## config.mk

```make
export PLATFORM = sky130hd
export DESIGN_NAME = nvdla_cmac_feed_seq_flat
export DESIGN_NICKNAME = d
export VERILOG_FILES = /design/src/rtl/nvdla_cmac_feed_seq_if.sv /design/src/rtl/nvdla_cmac_feed_seq.sv /design/src/flat_wrapper.sv
export SDC_FILE = /design/constraint.sdc
export NUM_CORES = 1
export LEC_CHECK = 0
export ABC_AREA = 1
export BUFFER_PORTS_ARGS = -buffer_cell sky130_fd_sc_hd__buf_2
export CORE_MARGIN = 10
export CORE_UTILIZATION = 40
export CTS_BUF_LIST = sky130_fd_sc_hd__clkbuf_8
export DETAILED_ROUTE_END_ITERATION = 7
export SYNTH_ARGS = -nofsm -noshare
export SYNTH_HDL_FRONTEND = slang
export SYNTH_SLANG_ARGS = --single-unit
```

## constraint.sdc

```tcl
create_clock -name nvdla_core_clk -period 4.5 [get_ports nvdla_core_clk]
set_input_delay 0.225 -clock nvdla_core_clk [delete_from_list [all_inputs] [get_ports nvdla_core_clk]]
set_output_delay 0.225 -clock nvdla_core_clk [all_outputs]
set_load 0.01 [all_outputs]
```

## src/rtl/nvdla_cmac_feed_seq_if.sv

```systemverilog
// Handshake and framing bundle between the CBUF read side, the feed
// sequencer and the CMAC input port. The sequencer takes the slave view.
interface nvdla_cmac_feed_seq_if #(
  parameter int ATOMK_HALF = 8,
  parameter int CNT_W      = 13
);
  logic                  cfg_start;
  logic [CNT_W-1:0]      cfg_grp_num_m1;
  logic [CNT_W-1:0]      cfg_stripe_num_m1;
  logic [CNT_W-1:0]      cfg_stripe_len_m1;
  logic                  wt_src_vld;
  logic                  wt_src_rdy;
  logic                  dat_src_vld;
  logic                  dat_src_rdy;
  logic                  sc2mac_wt_pvld;
  logic [ATOMK_HALF-1:0] sc2mac_wt_sel;
  logic                  sc2mac_dat_pvld;
  logic [8:0]            sc2mac_dat_pd;
  logic                  busy;
  logic                  done;

  modport master (
    output cfg_start, cfg_grp_num_m1, cfg_stripe_num_m1, cfg_stripe_len_m1,
    output wt_src_vld, dat_src_vld,
    input  wt_src_rdy, dat_src_rdy,
    input  sc2mac_wt_pvld, sc2mac_wt_sel, sc2mac_dat_pvld, sc2mac_dat_pd,
    input  busy, done
  );

  modport slave (
    input  cfg_start, cfg_grp_num_m1, cfg_stripe_num_m1, cfg_stripe_len_m1,
    input  wt_src_vld, dat_src_vld,
    output wt_src_rdy, dat_src_rdy,
    output sc2mac_wt_pvld, sc2mac_wt_sel, sc2mac_dat_pvld, sc2mac_dat_pd,
    output busy, done
  );
endinterface

```

## src/rtl/nvdla_cmac_feed_seq.sv

```systemverilog
// CMAC feed sequencer: loads one kernel group of weights (one beat per MAC
// cell, one-hot select walk), then streams framed feature-data atomics.
// The CMAC cannot stall, so every pvld pulse is the registered image of one
// source accept from the previous cycle.
//
// state | meaning
// IDLE  | waiting for cfg_start, all outputs low
// WT    | pulling weight beats, one per MAC cell
// DAT   | pulling data atomics for all stripes of the current group
// FIN   | last data beat on the CMAC bus; done/busy update on exit
module nvdla_cmac_feed_seq #(
  parameter int ATOMK_HALF = 8,
  parameter int CNT_W      = 13
) (
  input  logic                    nvdla_core_clk,
  input  logic                    nvdla_core_rstn,
  nvdla_cmac_feed_seq_if.slave    io
);

  localparam int WT_W = (ATOMK_HALF > 1) ? $clog2(ATOMK_HALF) : 1;
  localparam logic [WT_W-1:0] WT_LAST = WT_W'(ATOMK_HALF - 1);
  localparam logic [ATOMK_HALF-1:0] SEL_ONE = {{(ATOMK_HALF-1){1'b0}}, 1'b1};

  typedef enum logic [1:0] {IDLE, WT, DAT, FIN} state_e;

  state_e                state_q;
  logic [CNT_W-1:0]      grp_num_q;
  logic [CNT_W-1:0]      stripe_num_q;
  logic [CNT_W-1:0]      stripe_len_q;
  logic [WT_W-1:0]       wt_cnt_q;
  logic [CNT_W-1:0]      beat_cnt_q;
  logic [CNT_W-1:0]      stripe_cnt_q;
  logic [CNT_W-1:0]      grp_cnt_q;
  logic                  wt_rdy_q;
  logic                  dat_rdy_q;
  logic                  wt_pvld_q;
  logic [ATOMK_HALF-1:0] wt_sel_q;
  logic                  dat_pvld_q;
  logic [8:0]            dat_pd_q;
  logic                  busy_q;
  logic                  done_q;

  logic                  stripe_end_d;
  logic                  channel_end_d;
  logic                  layer_end_d;
  logic [8:0]            dat_pd_d;

  // Framing of the atomic about to be accepted, from the current counters.
  always_comb begin
    stripe_end_d  = (beat_cnt_q == stripe_len_q);
    channel_end_d = stripe_end_d && (stripe_cnt_q == stripe_num_q);
    layer_end_d   = channel_end_d && (grp_cnt_q == grp_num_q);
    dat_pd_d      = {5'b0, layer_end_d, channel_end_d, stripe_end_d, (beat_cnt_q == '0)};
  end

  // Sequencer FSM with all outputs registered; pvld/sel/pd default low each cycle.
  always_ff @(posedge nvdla_core_clk or negedge nvdla_core_rstn) begin
    if (!nvdla_core_rstn) begin
      state_q      <= IDLE;
      grp_num_q    <= '0;
      stripe_num_q <= '0;
      stripe_len_q <= '0;
      wt_cnt_q     <= '0;
      beat_cnt_q   <= '0;
      stripe_cnt_q <= '0;
      grp_cnt_q    <= '0;
      wt_rdy_q     <= 1'b0;
      dat_rdy_q    <= 1'b0;
      wt_pvld_q    <= 1'b0;
      wt_sel_q     <= '0;
      dat_pvld_q   <= 1'b0;
      dat_pd_q     <= '0;
      busy_q       <= 1'b0;
      done_q       <= 1'b0;
    end else begin
      wt_pvld_q  <= 1'b0;
      wt_sel_q   <= '0;
      dat_pvld_q <= 1'b0;
      dat_pd_q   <= '0;
      done_q     <= 1'b0;
      case (state_q)
        IDLE: begin
          if (io.cfg_start) begin
            grp_num_q    <= io.cfg_grp_num_m1;
            stripe_num_q <= io.cfg_stripe_num_m1;
            stripe_len_q <= io.cfg_stripe_len_m1;
            wt_cnt_q     <= '0;
            beat_cnt_q   <= '0;
            stripe_cnt_q <= '0;
            grp_cnt_q    <= '0;
            busy_q       <= 1'b1;
            wt_rdy_q     <= 1'b1;
            state_q      <= WT;
          end
        end
        WT: begin
          if (io.wt_src_vld && wt_rdy_q) begin
            wt_pvld_q <= 1'b1;
            wt_sel_q  <= SEL_ONE << wt_cnt_q;
            if (wt_cnt_q == WT_LAST) begin
              wt_cnt_q  <= '0;
              wt_rdy_q  <= 1'b0;
              dat_rdy_q <= 1'b1;
              state_q   <= DAT;
            end else begin
              wt_cnt_q <= wt_cnt_q + 1'b1;
            end
          end
        end
        DAT: begin
          if (io.dat_src_vld && dat_rdy_q) begin
            dat_pvld_q <= 1'b1;
            dat_pd_q   <= dat_pd_d;
            if (stripe_end_d) begin
              beat_cnt_q <= '0;
              if (channel_end_d) begin
                stripe_cnt_q <= '0;
                dat_rdy_q    <= 1'b0;
                if (layer_end_d) begin
                  grp_cnt_q <= '0;
                  state_q   <= FIN;
                end else begin
                  grp_cnt_q <= grp_cnt_q + 1'b1;
                  wt_rdy_q  <= 1'b1;
                  state_q   <= WT;
                end
              end else begin
                stripe_cnt_q <= stripe_cnt_q + 1'b1;
              end
            end else begin
              beat_cnt_q <= beat_cnt_q + 1'b1;
            end
          end
        end
        FIN: begin
          done_q  <= 1'b1;
          busy_q  <= 1'b0;
          state_q <= IDLE;
        end
        default: state_q <= IDLE;
      endcase
    end
  end

  assign io.wt_src_rdy      = wt_rdy_q;
  assign io.dat_src_rdy     = dat_rdy_q;
  assign io.sc2mac_wt_pvld  = wt_pvld_q;
  assign io.sc2mac_wt_sel   = wt_sel_q;
  assign io.sc2mac_dat_pvld = dat_pvld_q;
  assign io.sc2mac_dat_pd   = dat_pd_q;
  assign io.busy            = busy_q;
  assign io.done            = done_q;

endmodule

```

## src/flat_wrapper.sv

```systemverilog
// flat-port wrapper written by rule: the top's interface ports become plain ports
module nvdla_cmac_feed_seq_flat 
#(
  parameter int ATOMK_HALF = 8,
  parameter int CNT_W      = 13
)
  (nvdla_core_clk, nvdla_core_rstn, io_cfg_start, io_cfg_grp_num_m1, io_cfg_stripe_num_m1, io_cfg_stripe_len_m1, io_wt_src_vld, io_dat_src_vld, io_wt_src_rdy, io_dat_src_rdy, io_sc2mac_wt_pvld, io_sc2mac_wt_sel, io_sc2mac_dat_pvld, io_sc2mac_dat_pd, io_busy, io_done);
  nvdla_cmac_feed_seq_if #(.ATOMK_HALF(ATOMK_HALF), .CNT_W(CNT_W)) io_i ();
  input  logic nvdla_core_clk;
  input  logic nvdla_core_rstn;
  input wire logic [$bits(io_i.cfg_start)-1:0] io_cfg_start;
  input wire logic [$bits(io_i.cfg_grp_num_m1)-1:0] io_cfg_grp_num_m1;
  input wire logic [$bits(io_i.cfg_stripe_num_m1)-1:0] io_cfg_stripe_num_m1;
  input wire logic [$bits(io_i.cfg_stripe_len_m1)-1:0] io_cfg_stripe_len_m1;
  input wire logic [$bits(io_i.wt_src_vld)-1:0] io_wt_src_vld;
  input wire logic [$bits(io_i.dat_src_vld)-1:0] io_dat_src_vld;
  output wire logic [$bits(io_i.wt_src_rdy)-1:0] io_wt_src_rdy;
  output wire logic [$bits(io_i.dat_src_rdy)-1:0] io_dat_src_rdy;
  output wire logic [$bits(io_i.sc2mac_wt_pvld)-1:0] io_sc2mac_wt_pvld;
  output wire logic [$bits(io_i.sc2mac_wt_sel)-1:0] io_sc2mac_wt_sel;
  output wire logic [$bits(io_i.sc2mac_dat_pvld)-1:0] io_sc2mac_dat_pvld;
  output wire logic [$bits(io_i.sc2mac_dat_pd)-1:0] io_sc2mac_dat_pd;
  output wire logic [$bits(io_i.busy)-1:0] io_busy;
  output wire logic [$bits(io_i.done)-1:0] io_done;
  assign io_i.cfg_start = io_cfg_start;
  assign io_i.cfg_grp_num_m1 = io_cfg_grp_num_m1;
  assign io_i.cfg_stripe_num_m1 = io_cfg_stripe_num_m1;
  assign io_i.cfg_stripe_len_m1 = io_cfg_stripe_len_m1;
  assign io_i.wt_src_vld = io_wt_src_vld;
  assign io_i.dat_src_vld = io_dat_src_vld;
  assign io_wt_src_rdy = io_i.wt_src_rdy;
  assign io_dat_src_rdy = io_i.dat_src_rdy;
  assign io_sc2mac_wt_pvld = io_i.sc2mac_wt_pvld;
  assign io_sc2mac_wt_sel = io_i.sc2mac_wt_sel;
  assign io_sc2mac_dat_pvld = io_i.sc2mac_dat_pvld;
  assign io_sc2mac_dat_pd = io_i.sc2mac_dat_pd;
  assign io_busy = io_i.busy;
  assign io_done = io_i.done;
  nvdla_cmac_feed_seq #(.ATOMK_HALF(ATOMK_HALF), .CNT_W(CNT_W)) u_core (.nvdla_core_clk(nvdla_core_clk), .nvdla_core_rstn(nvdla_core_rstn), .io(io_i));
endmodule
```

==> results.md <==
* CTS sink count at 101
* Most common cell after layout, fill and taps aside: nand2_1
* Clock Latency Late Sink at 380 ps
* Antenna-violating nets left at 0
* Grt total ovfl at 0
* CTS tree: done
* Ant. Diodes at 0
* Run status: finished, final reports clean
* Post-synth top area share at 47.0%
* Post-synth EDFFs at 0
* DR DRC count at 0
* Initial Utilization at 40.8%
* Fin nets at 791
* DR WL met3 at 650 um
* Root Buffer: clkbuf_8
* IO Pins at 67
* # setup viols final at 0
* Row count at 42
* Maxcap violations at 0
* Main synth FF type: dfrtp_1
* Warnings from Yosys at 0
* Largest net degree at the start of global routing at 62
* Synth Instances at 682
* Vias at 4,394
* Required @ worst endpoint at 4820 ps
* Fraction of layout cells with a size suffix above 1 at 18.2%
* Area added between synthesis and finish at 10.8%
* I/O Buffers at 61
* Core box area at 13,200 um2
* Clock skew at 12.4 ps
* Worst-Margin Slew at 844 ps
* Area leader, netlist: dfrtp_1
* Placer congestion estimate at 0.899
* Total Routing Usage GR at 14.1%
* First-pass GRT wire length at 21,100 um
* Most frequent cells in the layout: nand2_1, dfrtp_1, inv_1
* DR pass1 iterations at 4
* Achievable Freq at 409 MHz
* Synth async-reset ratio at 100%
* Hold crit path type: in2reg
* Initial antenna violation count at 0
* PD cells at 251 nW/um2
* Tcrit/Tclk final at 54.3%
* Crit-path max FO at 24
* Critical Path End Type: flop
* Die ar. at 18,500 um2
* Post-synth cell types at 38
* Die width at 136 um
* Slew Limit Fails at 0
* Synth Cell Area at 5380 um2
* Metal-1 WL at 5660 um
* Setup Buffers After CTS at 0
* Syn avg cell area at 7.88 um2
* Leak Pwr at 3.14 nW
* Maximum root-to-sink buffer count at 2
* Final cell utilization of the core at 45.2%
* Crit start category: flop
* Setup TNS at 0 ps
* Peak supply drop at 140 uV
* WP data arrival at 2760 ps
* Sequential-to-total area share from yosys stat at 47.0%
* Vias in the first global route at 4,409
* Crit Path Class: reg2reg
* Initial DRC count at 268
* RSZ-0062 raised after global routing: false
* Synth Register Bits at 101
* Fin crit period at 2440 ps
* Final Hold Vio Count at 0
* Area contributors post-synth: dfrtp_1, nand2_1, inv_1
* DIE HEIGHT at 136 um
* Total CTS buffers at 9
* Routed wl met2 at 6020 um
* DRT Wirelength at 12,500 um
* Clock-pin slew on the worst setup and hold paths at 90 ps
* H-tree levels at 3
* Slew headroom at 43.7%
* DP HPWL at 9100 um
* Wire length per cell at 13.6 um
* Top layer in use: met4
* Avg Vias per Cell at 4.79
worst max-delay path: stages, from the launching register on:
cell and delay, ps:
dfrtp_1 420, nor2_1 150, nand2_1 450, inv_2 230, nor2_4 70, inv_1 370
nand2_4 190, inv_4 250, nand2_1 110, a21oi_2 140
final timing paths:
kind	start	endpoint	slack (ps)	cells after the start
max	u_core.state_q[1]	u_core.stripe_cnt_q[4]	2060	9
min	io_cfg_grp_num_m1[5]	u_core.grp_num_q[5]	30	3
max reg2reg	u_core.state_q[1]	u_core.stripe_cnt_q[4]	2060	9
min reg2reg	u_core.io.busy	u_core.io.busy	500	2
max in group asynchronous	nvdla_core_rstn	u_core.grp_cnt_q[6]	3000	3
min in group asynchronous	nvdla_core_rstn	u_core.stripe_cnt_q[10]	430	2
registers in the layout, summed over array words and instances (netlist names):
signal and flops:
u_core.beat_cnt_q 13, u_core.grp_cnt_q 13, u_core.grp_num_q 13, u_core.stripe_cnt_q 13
u_core.stripe_len_q 13, u_core.stripe_num_q 13, u_core.io.sc2mac_wt_sel 8, u_core.io.sc2mac_dat_pd 4
u_core.wt_cnt_q 3, u_core.state_q 2, u_core.io.busy 1, u_core.io.dat_src_rdy 1
u_core.io.done 1, u_core.io.sc2mac_dat_pvld 1, u_core.io.sc2mac_wt_pvld 1, u_core.io.wt_src_rdy 1
timing repair:
item / 4_1_cts / 5_1_grt
hold endpoints to repair: 54 / 0
resized for setup: 0 / 0
hold buffers: 1 / 0
Yosys cell counts, types with 2 or more instances:
cell type,instances
nor2_1,50
nand2_4,4
nor3_2,2
dfrtp_1,101
a21oi_1,14
nand2_1,212
inv_2,16
nor2_2,9
nand4_1,21
or2_2,5
nor3_1,15
a211oi_1,2
nor4_1,5
nor2_4,2
ha_1,10
o21ai_0,34
o21ai_2,13
o21ai_1,8
inv_1,71
nand2_2,2
xor2_1,10
nand3_1,32
buf_6,6
buf_1,4
xnor2_1,11
clkbuf_1,5
buf_4,7
routing by layer:
layer,GRT usage [%],vias to the layer above
met2,23.3,70
met5,0,-
met3,4.21,9
li1,-,2249
met1,17.7,2066
met4,3.55,0
cells by family after synthesis:
family	Yosys count	synth area share [%]
buf+inv	113	9.31
flops	101	47.0
other cells	1	0.0697
compound gates	76	8.54
simple gates	360	29.3
xor+xnor	21	3.42
fa+ha+maj	10	2.33
power by group:
| part | internal [W] | switching, W | leakage (nW) |
|---|---|---|---|
| clock | 0.000227 | 0.000320 | 0.0963 |
| sequential | 0.000907 | 0 | 1.18 |
| combinational | 0.0000144 | 0.0000253 | 1.86 |
metrics by stage:
stage	hold slack (ps)	power [W]	cell area, um2	setup WS [ps]	std cells
6_report	32.0	0.00149	5960	2060	918
3_3_place_gp	330	0.000965	5770	2100	901
4_1_cts	10.3	0.00152	5960	2010	918
3_5_place_dp	339	0.000966	5770	2020	901
5_1_grt	14.9	0.00156	5960	1770	918
2_1_floorplan	-70.6	0.000931	5390	2950	686
final cells by class:
class	count	area [um2]
fillers	1351	7230
flip-flops and latches	101	2530
multi-input cells	472	2360
inverters	89	337
repair buffers	64	333
well taps	176	220
clock buffers	11	151
clock inverters	5	26.3
(Power assumes the default switching activity.)
